File: config.mk
export PLATFORM = sky130hd
export DESIGN_NAME = ex_operand_stage
export DESIGN_NICKNAME = d
export VERILOG_FILES = /design/src/rtl/ex_operand_stage.sv
export SDC_FILE = /design/constraint.sdc
export NUM_CORES = 1
export LEC_CHECK = 0
export CAP_MARGIN = 20
export CELL_PAD_IN_SITES_DETAIL_PLACEMENT = 1
export CELL_PAD_IN_SITES_GLOBAL_PLACEMENT = 2
export CORE_ASPECT_RATIO = 0.7
export CORE_MARGIN = 10
export CORE_UTILIZATION = 24
export CTS_BUF_LIST = sky130_fd_sc_hd__clkbuf_4 sky130_fd_sc_hd__clkbuf_8
export DETAILED_ROUTE_END_ITERATION = 6
export PLACE_DENSITY_LB_ADDON = 0.05
export SETUP_SLACK_MARGIN = 0.3
export SLEW_MARGIN = 20
export SYNTH_ARGS = -nofsm -noshare
export SYNTH_HDL_FRONTEND = slang
export SYNTH_SLANG_ARGS = --single-unit
File: constraint.sdc
create_clock -name clk -period 2.35 [get_ports clk]
set_clock_uncertainty 0.15 [all_clocks]
set_input_delay 0.47 -clock clk [delete_from_list [all_inputs] [get_ports clk]]
set_output_delay 0.47 -clock clk [all_outputs]
set_load 0.01 [all_outputs]
File: src/rtl/ex_operand_stage.sv
// ID/EX pipeline register feeding the ALU. Operands are resolved through two-level
// forwarding when captured, and register-sourced operands are re-patched while stalled.
module ex_operand_stage #(
  parameter int WIDTH = 32,
  parameter int RAW   = 5
) (
  input  logic             clk,
  input  logic             rst_n,
  input  logic             stall,
  input  logic             flush,
  input  logic             in_valid,
  input  logic [3:0]       in_op,
  input  logic [RAW-1:0]   in_rs_addr,
  input  logic [RAW-1:0]   in_rt_addr,
  input  logic [RAW-1:0]   in_rd_addr,
  input  logic [WIDTH-1:0] in_rs_data,
  input  logic [WIDTH-1:0] in_rt_data,
  input  logic [15:0]      in_imm,
  input  logic             in_imm_sext,
  input  logic             in_use_imm,
  input  logic [4:0]       in_shamt,
  input  logic             in_use_shamt,
  input  logic             in_we,
  input  logic             fwd1_we,
  input  logic [RAW-1:0]   fwd1_rd,
  input  logic [WIDTH-1:0] fwd1_data,
  input  logic             fwd2_we,
  input  logic [RAW-1:0]   fwd2_rd,
  input  logic [WIDTH-1:0] fwd2_data,
  output logic [3:0]       alu_op,
  output logic [WIDTH-1:0] alu_a,
  output logic [WIDTH-1:0] alu_b,
  output logic [RAW-1:0]   ex_rd,
  output logic             ex_we,
  output logic             ex_valid
);

  logic [3:0]       op_q,        op_d;
  logic [WIDTH-1:0] a_q,         a_d;
  logic [WIDTH-1:0] b_q,         b_d;
  logic [RAW-1:0]   rd_q,        rd_d;
  logic             we_q,        we_d;
  logic             valid_q,     valid_d;
  logic [RAW-1:0]   rs_addr_q,   rs_addr_d;
  logic [RAW-1:0]   rt_addr_q,   rt_addr_d;
  logic             use_shamt_q, use_shamt_d;
  logic             use_imm_q,   use_imm_d;

  logic [WIDTH-1:0] imm_ext;
  logic [WIDTH-1:0] shamt_ext;

  // Newest matching in-flight result for a nonzero register, else the fallback value.
  function automatic logic [WIDTH-1:0] forward(input logic [RAW-1:0]   addr,
                                               input logic [WIDTH-1:0] fallback);
    if (addr == '0)                      forward = fallback;
    else if (fwd1_we && fwd1_rd == addr) forward = fwd1_data;
    else if (fwd2_we && fwd2_rd == addr) forward = fwd2_data;
    else                                 forward = fallback;
  endfunction

  function automatic logic [WIDTH-1:0] resolve(input logic [RAW-1:0]   addr,
                                               input logic [WIDTH-1:0] rf_data);
    resolve = (addr == '0) ? '0 : forward(addr, rf_data);
  endfunction

  assign imm_ext   = in_imm_sext ? {{(WIDTH-16){in_imm[15]}}, in_imm}
                                 : {{(WIDTH-16){1'b0}}, in_imm};
  assign shamt_ext = {{(WIDTH-5){1'b0}}, in_shamt};

  always_comb begin
    // NOTE: every next-state signal gets a default first so no path can infer a latch.
    op_d        = op_q;
    a_d         = a_q;
    b_d         = b_q;
    rd_d        = rd_q;
    we_d        = we_q;
    valid_d     = valid_q;
    rs_addr_d   = rs_addr_q;
    rt_addr_d   = rt_addr_q;
    use_shamt_d = use_shamt_q;
    use_imm_d   = use_imm_q;

    if (flush || (!stall && !in_valid)) begin
      // Bubbles also drop their source addresses so a later stall never patches them.
      op_d        = '0;
      a_d         = '0;
      b_d         = '0;
      rd_d        = '0;
      we_d        = 1'b0;
      valid_d     = 1'b0;
      rs_addr_d   = '0;
      rt_addr_d   = '0;
      use_shamt_d = 1'b0;
      use_imm_d   = 1'b0;
    end else if (stall) begin
      if (!use_shamt_q) a_d = forward(rs_addr_q, a_q);
      if (!use_imm_q)   b_d = forward(rt_addr_q, b_q);
    end else begin
      op_d        = in_op;
      a_d         = in_use_shamt ? shamt_ext : resolve(in_rs_addr, in_rs_data);
      b_d         = in_use_imm   ? imm_ext   : resolve(in_rt_addr, in_rt_data);
      rd_d        = in_rd_addr;
      we_d        = in_we;
      valid_d     = 1'b1;
      rs_addr_d   = in_rs_addr;
      rt_addr_d   = in_rt_addr;
      use_shamt_d = in_use_shamt;
      use_imm_d   = in_use_imm;
    end
  end

  // NOTE: state registers use non-blocking assignments so every flop samples pre-edge values.
  always_ff @(posedge clk) begin
    if (!rst_n) begin
      op_q        <= '0;
      a_q         <= '0;
      b_q         <= '0;
      rd_q        <= '0;
      we_q        <= 1'b0;
      valid_q     <= 1'b0;
      rs_addr_q   <= '0;
      rt_addr_q   <= '0;
      use_shamt_q <= 1'b0;
      use_imm_q   <= 1'b0;
    end else begin
      op_q        <= op_d;
      a_q         <= a_d;
      b_q         <= b_d;
      rd_q        <= rd_d;
      we_q        <= we_d;
      valid_q     <= valid_d;
      rs_addr_q   <= rs_addr_d;
      rt_addr_q   <= rt_addr_d;
      use_shamt_q <= use_shamt_d;
      use_imm_q   <= use_imm_d;
    end
  end

  assign alu_op   = op_q;
  assign alu_a    = a_q;
  assign alu_b    = b_q;
  assign ex_rd    = rd_q;
  assign ex_we    = we_q;
  assign ex_valid = valid_q;

endmodule

==> Yosys cells after proc, flatten, opt, wreduce, memory -nomap -nowiden <==
Index checks and enable logic that the tools add are counted.
{ "word_totals": {"output_inout_bits": 75, "ff_bits": 87} }
{ "op_classes": {"mux": 19, "n_reduce_logical": 19, "bitwise": 1, "n_eq_ne": 14} }
{ "ops": {"columns": ["op", "count"], "rows": [
  ["2-to-1 mux 32 bit", 19],
  ["== test 5 bit", 8],
  ["logical NOT 5 bit", 4],
  ["logical AND 1 bit", 9],
  ["inequality test 2 bit, second input constant", 4],
  ["inequality test 3 x 1 -> 1 bit, second input constant", 2],
  ["AND reduction 3 bit", 2],
  ["logical NOT 1 bit", 2],
  ["OR reduction 2 bit", 1],
  ["logical OR 1 bit", 1],
  ["inverter 1 bit", 1]
]} }

==> Depth between registers and ports, before layout <==
{ "depth": {"depth_word": 7, "mapped_depth": 10, "mapped_depth_nobuf": 6} }

==> Worst setup path before layout <==
OpenSTA, ideal clock, no wires.
{ "synth_path": {"kind": "input to register", "start": "in fwd1_rd[0]", "end": "reg a_q[0], in the netlist alu_a[0]", "t_arrival_ns": 1.877, "path_stages": 9, "slack_ns": 0.206, "setup_time_ns": 0.117, "n_path_buf": 3, "t_required_ns": 2.083, "cell_sequence": "buf_4 -> xnor2_1 -> and2_4 -> and2_4 -> buf_8 -> o21a_4 -> buf_12 -> o31a_1 -> a22o_1"} }
{ "synth_between": {"elab_chain_cells": 6, "elab_cells_between_ends": 13, "cone_classes": "eq/ne (3); mux (7); reduce/logical (3)"} }
{ "synth_rtl": {"columns": ["element", "line_no", "text"], "rows": [
  ["from (decl)", "25", "input logic [RAW-1:0] fwd1_rd,"],
  ["== test 5 bit", "56", "else if (fwd1_we && fwd1_rd == addr) forward = fwd1_data;"],
  ["logical AND 1 bit", "56", null],
  ["2-to-1 mux 32 bit", "56", null],
  ["2-to-1 mux 32 bit (on tied branches)", "63, 55", null],
  ["2-to-1 mux 32 bit (on tied branches)", "100, 96", null],
  ["2-to-1 mux 32 bit", "95", "end else if (stall) begin"],
  ["to (signal assigned)", "116", "a_q <= '0;"],
  ["to (signal assigned)", "127", "a_q <= a_d;"],
  ["to (decl)", "39", "logic [WIDTH-1:0] a_q, a_d;"]
]} }
Several ways; a longest one is shown, not always the timed one. The select of a mux whose other input is x is not followed.
A chain may end at the register's enable or synchronous reset.

==> Worst setup path in the final report <==
{ "layout_path": {"start": "reg rs_addr_q[1]", "end": "reg a_q[4], in the netlist alu_a[4]"} }
{ "layout_between": {"elab_chain_cells": 6, "elab_cells_between_ends": 12, "cone_classes": "eq/ne (4); mux (4); reduce/logical (4)"} }
{ "layout_rtl": {"columns": ["element", "line_no", "text"], "rows": [
  ["from (decl)", "44", "logic [RAW-1:0] rs_addr_q, rs_addr_d;"],
  ["from (signal assigned)", "132", "rs_addr_q <= rs_addr_d;"],
  ["== test 5 bit", "56", null],
  ["logical AND 1 bit", "56", null],
  ["2-to-1 mux 32 bit", "56", null],
  ["2-to-1 mux 32 bit", "55", "if (addr == '0) forward = fallback;"],
  ["2-to-1 mux 32 bit", "96", "if (!use_shamt_q) a_d = forward(rs_addr_q, a_q);"],
  ["2-to-1 mux 32 bit", "95", null]
]} }
Several ways; a longest one is shown, not always the timed one. The select of a mux whose other input is x is not followed.

==> run_results.csv <==
group,metric,value,unit
cts,cts_tree,"yes",
power,peakVddDrop,0.000258,V
drt,drt_iter0_drc,237,
cts,clk_path_buf_depth,2,
cts,cts_root_buf,"clkbuf_8",
place,dp_slack,-0.600,ns
worst_setup_path,cp.arrival,2.37,ns
worst_setup_path,crit_family,"simple AND/OR/NAND/NOR gates",
cts,htree_num_levels,3,
logic_synthesis,avgSynthCellArea,8.01,µm²
die,dieHeight,157,µm
die,initial_utilization,24.2,%
drt,wl,35700,µm
final_layout,multi_input_area,5110,µm²
drt,routedWlPerCell,24.0,µm
power,p_per_area,371,nW/µm²
sta,fin_crit,2.24,ns
global_route,grt_max_degree,41,
power,p_total,4.31,mW
sta,rsz0062_at_grt,"yes",
global_route,grt_usage,20.2,%
final_layout,final_cell_mix,"clkdlybuf4s50_1 (238), nand2_1 (81), dfxtp_1 (80)",
global_route,grt_pass1_vias,7993,
worst_setup_path,worstPathMaxFanout,6,
sta,worst_slack,0.108,ns
sta,slew_viol_final,0,
sta,tightest_slew,0.653,ns
global_route,antenna_found_initial,4,
worst_setup_path,critPathKind,"register to register",
logic_synthesis,syn_nets,992,
sta,tns,0,ns
worst_setup_path,worstSetupStartpointType,"register",
place,gp_congestion,0.840,
final_layout,nNetsFinal,1302,
sta,period_share,95.4,%
worst_setup_path,cpMostUsedCell,"buf_6",
logic_synthesis,synth_edf_count,0,
global_route,grt-ovfl-total,0,
worst_setup_path,crit_path_end_kind,"register",
drt,dr_total_vias,7510,
final_layout,drive_gt1_share,28.4,%
logic_synthesis,synth-seq-cells,87,
power,p_leak,4.31,nW
worst_setup_path,cpPeakStageDelay,0.35,ns
die,die_w,216,µm
min_path,hp-class,"register to register",
worst_setup_path,path_buf_inv,3,
final_layout,register_area,1760,µm²
die,core_area,26500,µm²
worst_setup_path,cpMaxStageDelayCell,"dfxtp_2",
worst_setup_path,cp.required,2.48,ns
cts,clk_latency,0.40,ns
drt,dr.pass1.iters,4,
sta,slew_headroom,56.5,%
sta,fmax,446,MHz
outcome,status,"complete, no violations",
global_route,grt_pass1_wl,52500,µm
final_layout,final_common_cell,"clkdlybuf4s50_1",
logic_synthesis,seq_area_frac_synth,27.1,%
die,fp.dieArea,33800,µm²
final_layout,area_growth,80.8,%
place,dp_hpwl,26800,µm
logic_synthesis,syn-instance-count,803,
place,port_buffers,263,
logic_synthesis,synthFlopType,"dfxtp_1",
sta,finalHoldViolCount,0,
cts,clock_sinks,87,
run,maxCapViolCount,0,
drt,drcViolationCount,0,
drt,antenna_left,0,
logic_synthesis,async_flop_share,0,%
logic_synthesis,syn_area,6430,µm²
sta,setup_violations,0,
logic_synthesis,yosysUniqueCellTypes,52,
logic_synthesis,yosys_warnings,0,
cts,cts_inserted_buffers,9,
drt,viasPerCell,5.05,
die,ios,264,
final_layout,fillCellCount,3024,
cts,path_clk_slew,0.09,ns
die,num_rows,50,
worst_setup_path,path_cells,"xor2_1 > nor4_2 > buf_4 > and2_4 > buf_6 > o21a_4 > buf_6 > nand3_2 > a22o_1",
[metrics by stage]
| stage | hold slack (ns) | util [%] | instance area (µm²) | std cells |
|---|---|---|---|---|
| global placement | 0.289 | 37.7 | 10000 | 1440 |
| global route | 0.368 | 43.8 | 11600 | 1485 |
| detailed placement | 0.304 | 37.7 | 10000 | 1440 |
| finish | 0.321 | 43.8 | 11600 | 1486 |
| CTS | 0.328 | 41.0 | 10900 | 1476 |
| floorplan | 0.315 | - | 6450 | 803 |
[power by group]
part           internal [mW]  total [mW]  leakage (nW)  switching [mW]
Clock                  0.717        1.34         0.124           0.626
Sequential              1.52        1.56         0.713          0.0410
Combinational          0.744        1.40          3.47           0.656
[flip-flops by register name (all words and copies together), names as in the netlist, 4 cells and up]
signal and count:
alu_a 32, rt_addr_q 5, ex_rd 5, alu_b 32, alu_op 4, rs_addr_q 5
[per-layer routing]
metal,vias to the layer above,track usage (%),share of wire (%)
li1,3610,-,-
met1,3721,27.5,49
met2,159,31.8,46
met3,20,4.85,4.6
met4,0,4.04,1.2
met5,-,0,0
[cells by family (layout without fill, tap and decap cells)]
| family | Yosys count | after routing | synth area share, % |
|---|---|---|---|
| AOI/OAI and AO/OA | 329 | 329 | 34.8 |
| other | 0 | 4 | 0 |
| xor gates and xnor gates | 40 | 40 | 5.45 |
| and+or+nand+nor | 168 | 168 | 11.2 |
| muxes | 85 | 85 | 13.7 |
| buffers and inverters | 94 | 409 | 7.67 |
| DFF | 87 | 87 | 27.1 |
[worst paths after layout]
kind / from / end / slack [ns] / cells past startpoint
worst max-delay path: rs_addr_q[1]$_SDFFE_PP0N_ / alu_a[4]$_SDFFE_PP0P_ / 0.11 / 9
worst min-delay path: ex_valid$_SDFFE_PP0N_ / ex_valid$_SDFFE_PP0N_ / 0.32 / 1
worst max register to register: rs_addr_q[1]$_SDFFE_PP0N_ / alu_a[4]$_SDFFE_PP0P_ / 0.11 / 9
worst min register to register: ex_valid$_SDFFE_PP0N_ / ex_valid$_SDFFE_PP0N_ / 0.32 / 1
[layout make-up]
cell class / count / share of cell area [%]
Antenna cell: 4 / 0.0861
Tap cell: 364 / 3.92
Inverter: 15 / 0.484
Clock buffer: 10 / 1.13
Timing Repair Buffer: 378 / 34.4
Clock inverter: 6 / 0.936
Multi-Input combinational cell: 622 / 44.0
Sequential cell: 87 / 15.1
[worst reg2reg max path, cell delays in order, from the launching register on]
cell and delay [ns]:
dfxtp_2 0.35, xor2_1 0.16, nor4_2 0.35, buf_4 0.17, and2_4 0.19, buf_6 0.14, o21a_4 0.19, buf_6 0.13
nand3_2 0.07, a22o_1 0.23
[synthesized netlist by cell type, types with 6 or more instances]
cell       count  share of area, %
o21ai_0       86               6.7
inv_1         15              0.88
nor2_1        54               3.2
a31o_2        20               2.7
xor2_1        24               3.3
dfxtp_1       87                27
o21a_1        12               1.4
a31o_1         6              0.82
a22o_1        20               2.7
buf_2         17               1.3
mux2_2        25               4.4
xnor2_1       16               2.2
a221oi_2       6               1.4
a21oi_1       67               5.2
nand3_1        8              0.62
mux2i_1       60               9.3
o211a_1        6              0.93
buf_6          7               1.2
o22ai_1       32               3.1
nand2_1       82               4.8
a31oi_1        6              0.58
a2bb2oi_1     20               2.7
o31ai_1       26               3.0
clkbuf_1      39               2.3
[repair_timing]
action                                  CTS  global route
buffers inserted                         13             6
endpoints found under the hold margin     0             0
hold buffers                              0             0
gates cloned                              7             0
pin swaps                                37            68
gates resized for setup                 118           124
endpoints found under the setup margin   64            68
(Power assumes the default switching activity.)
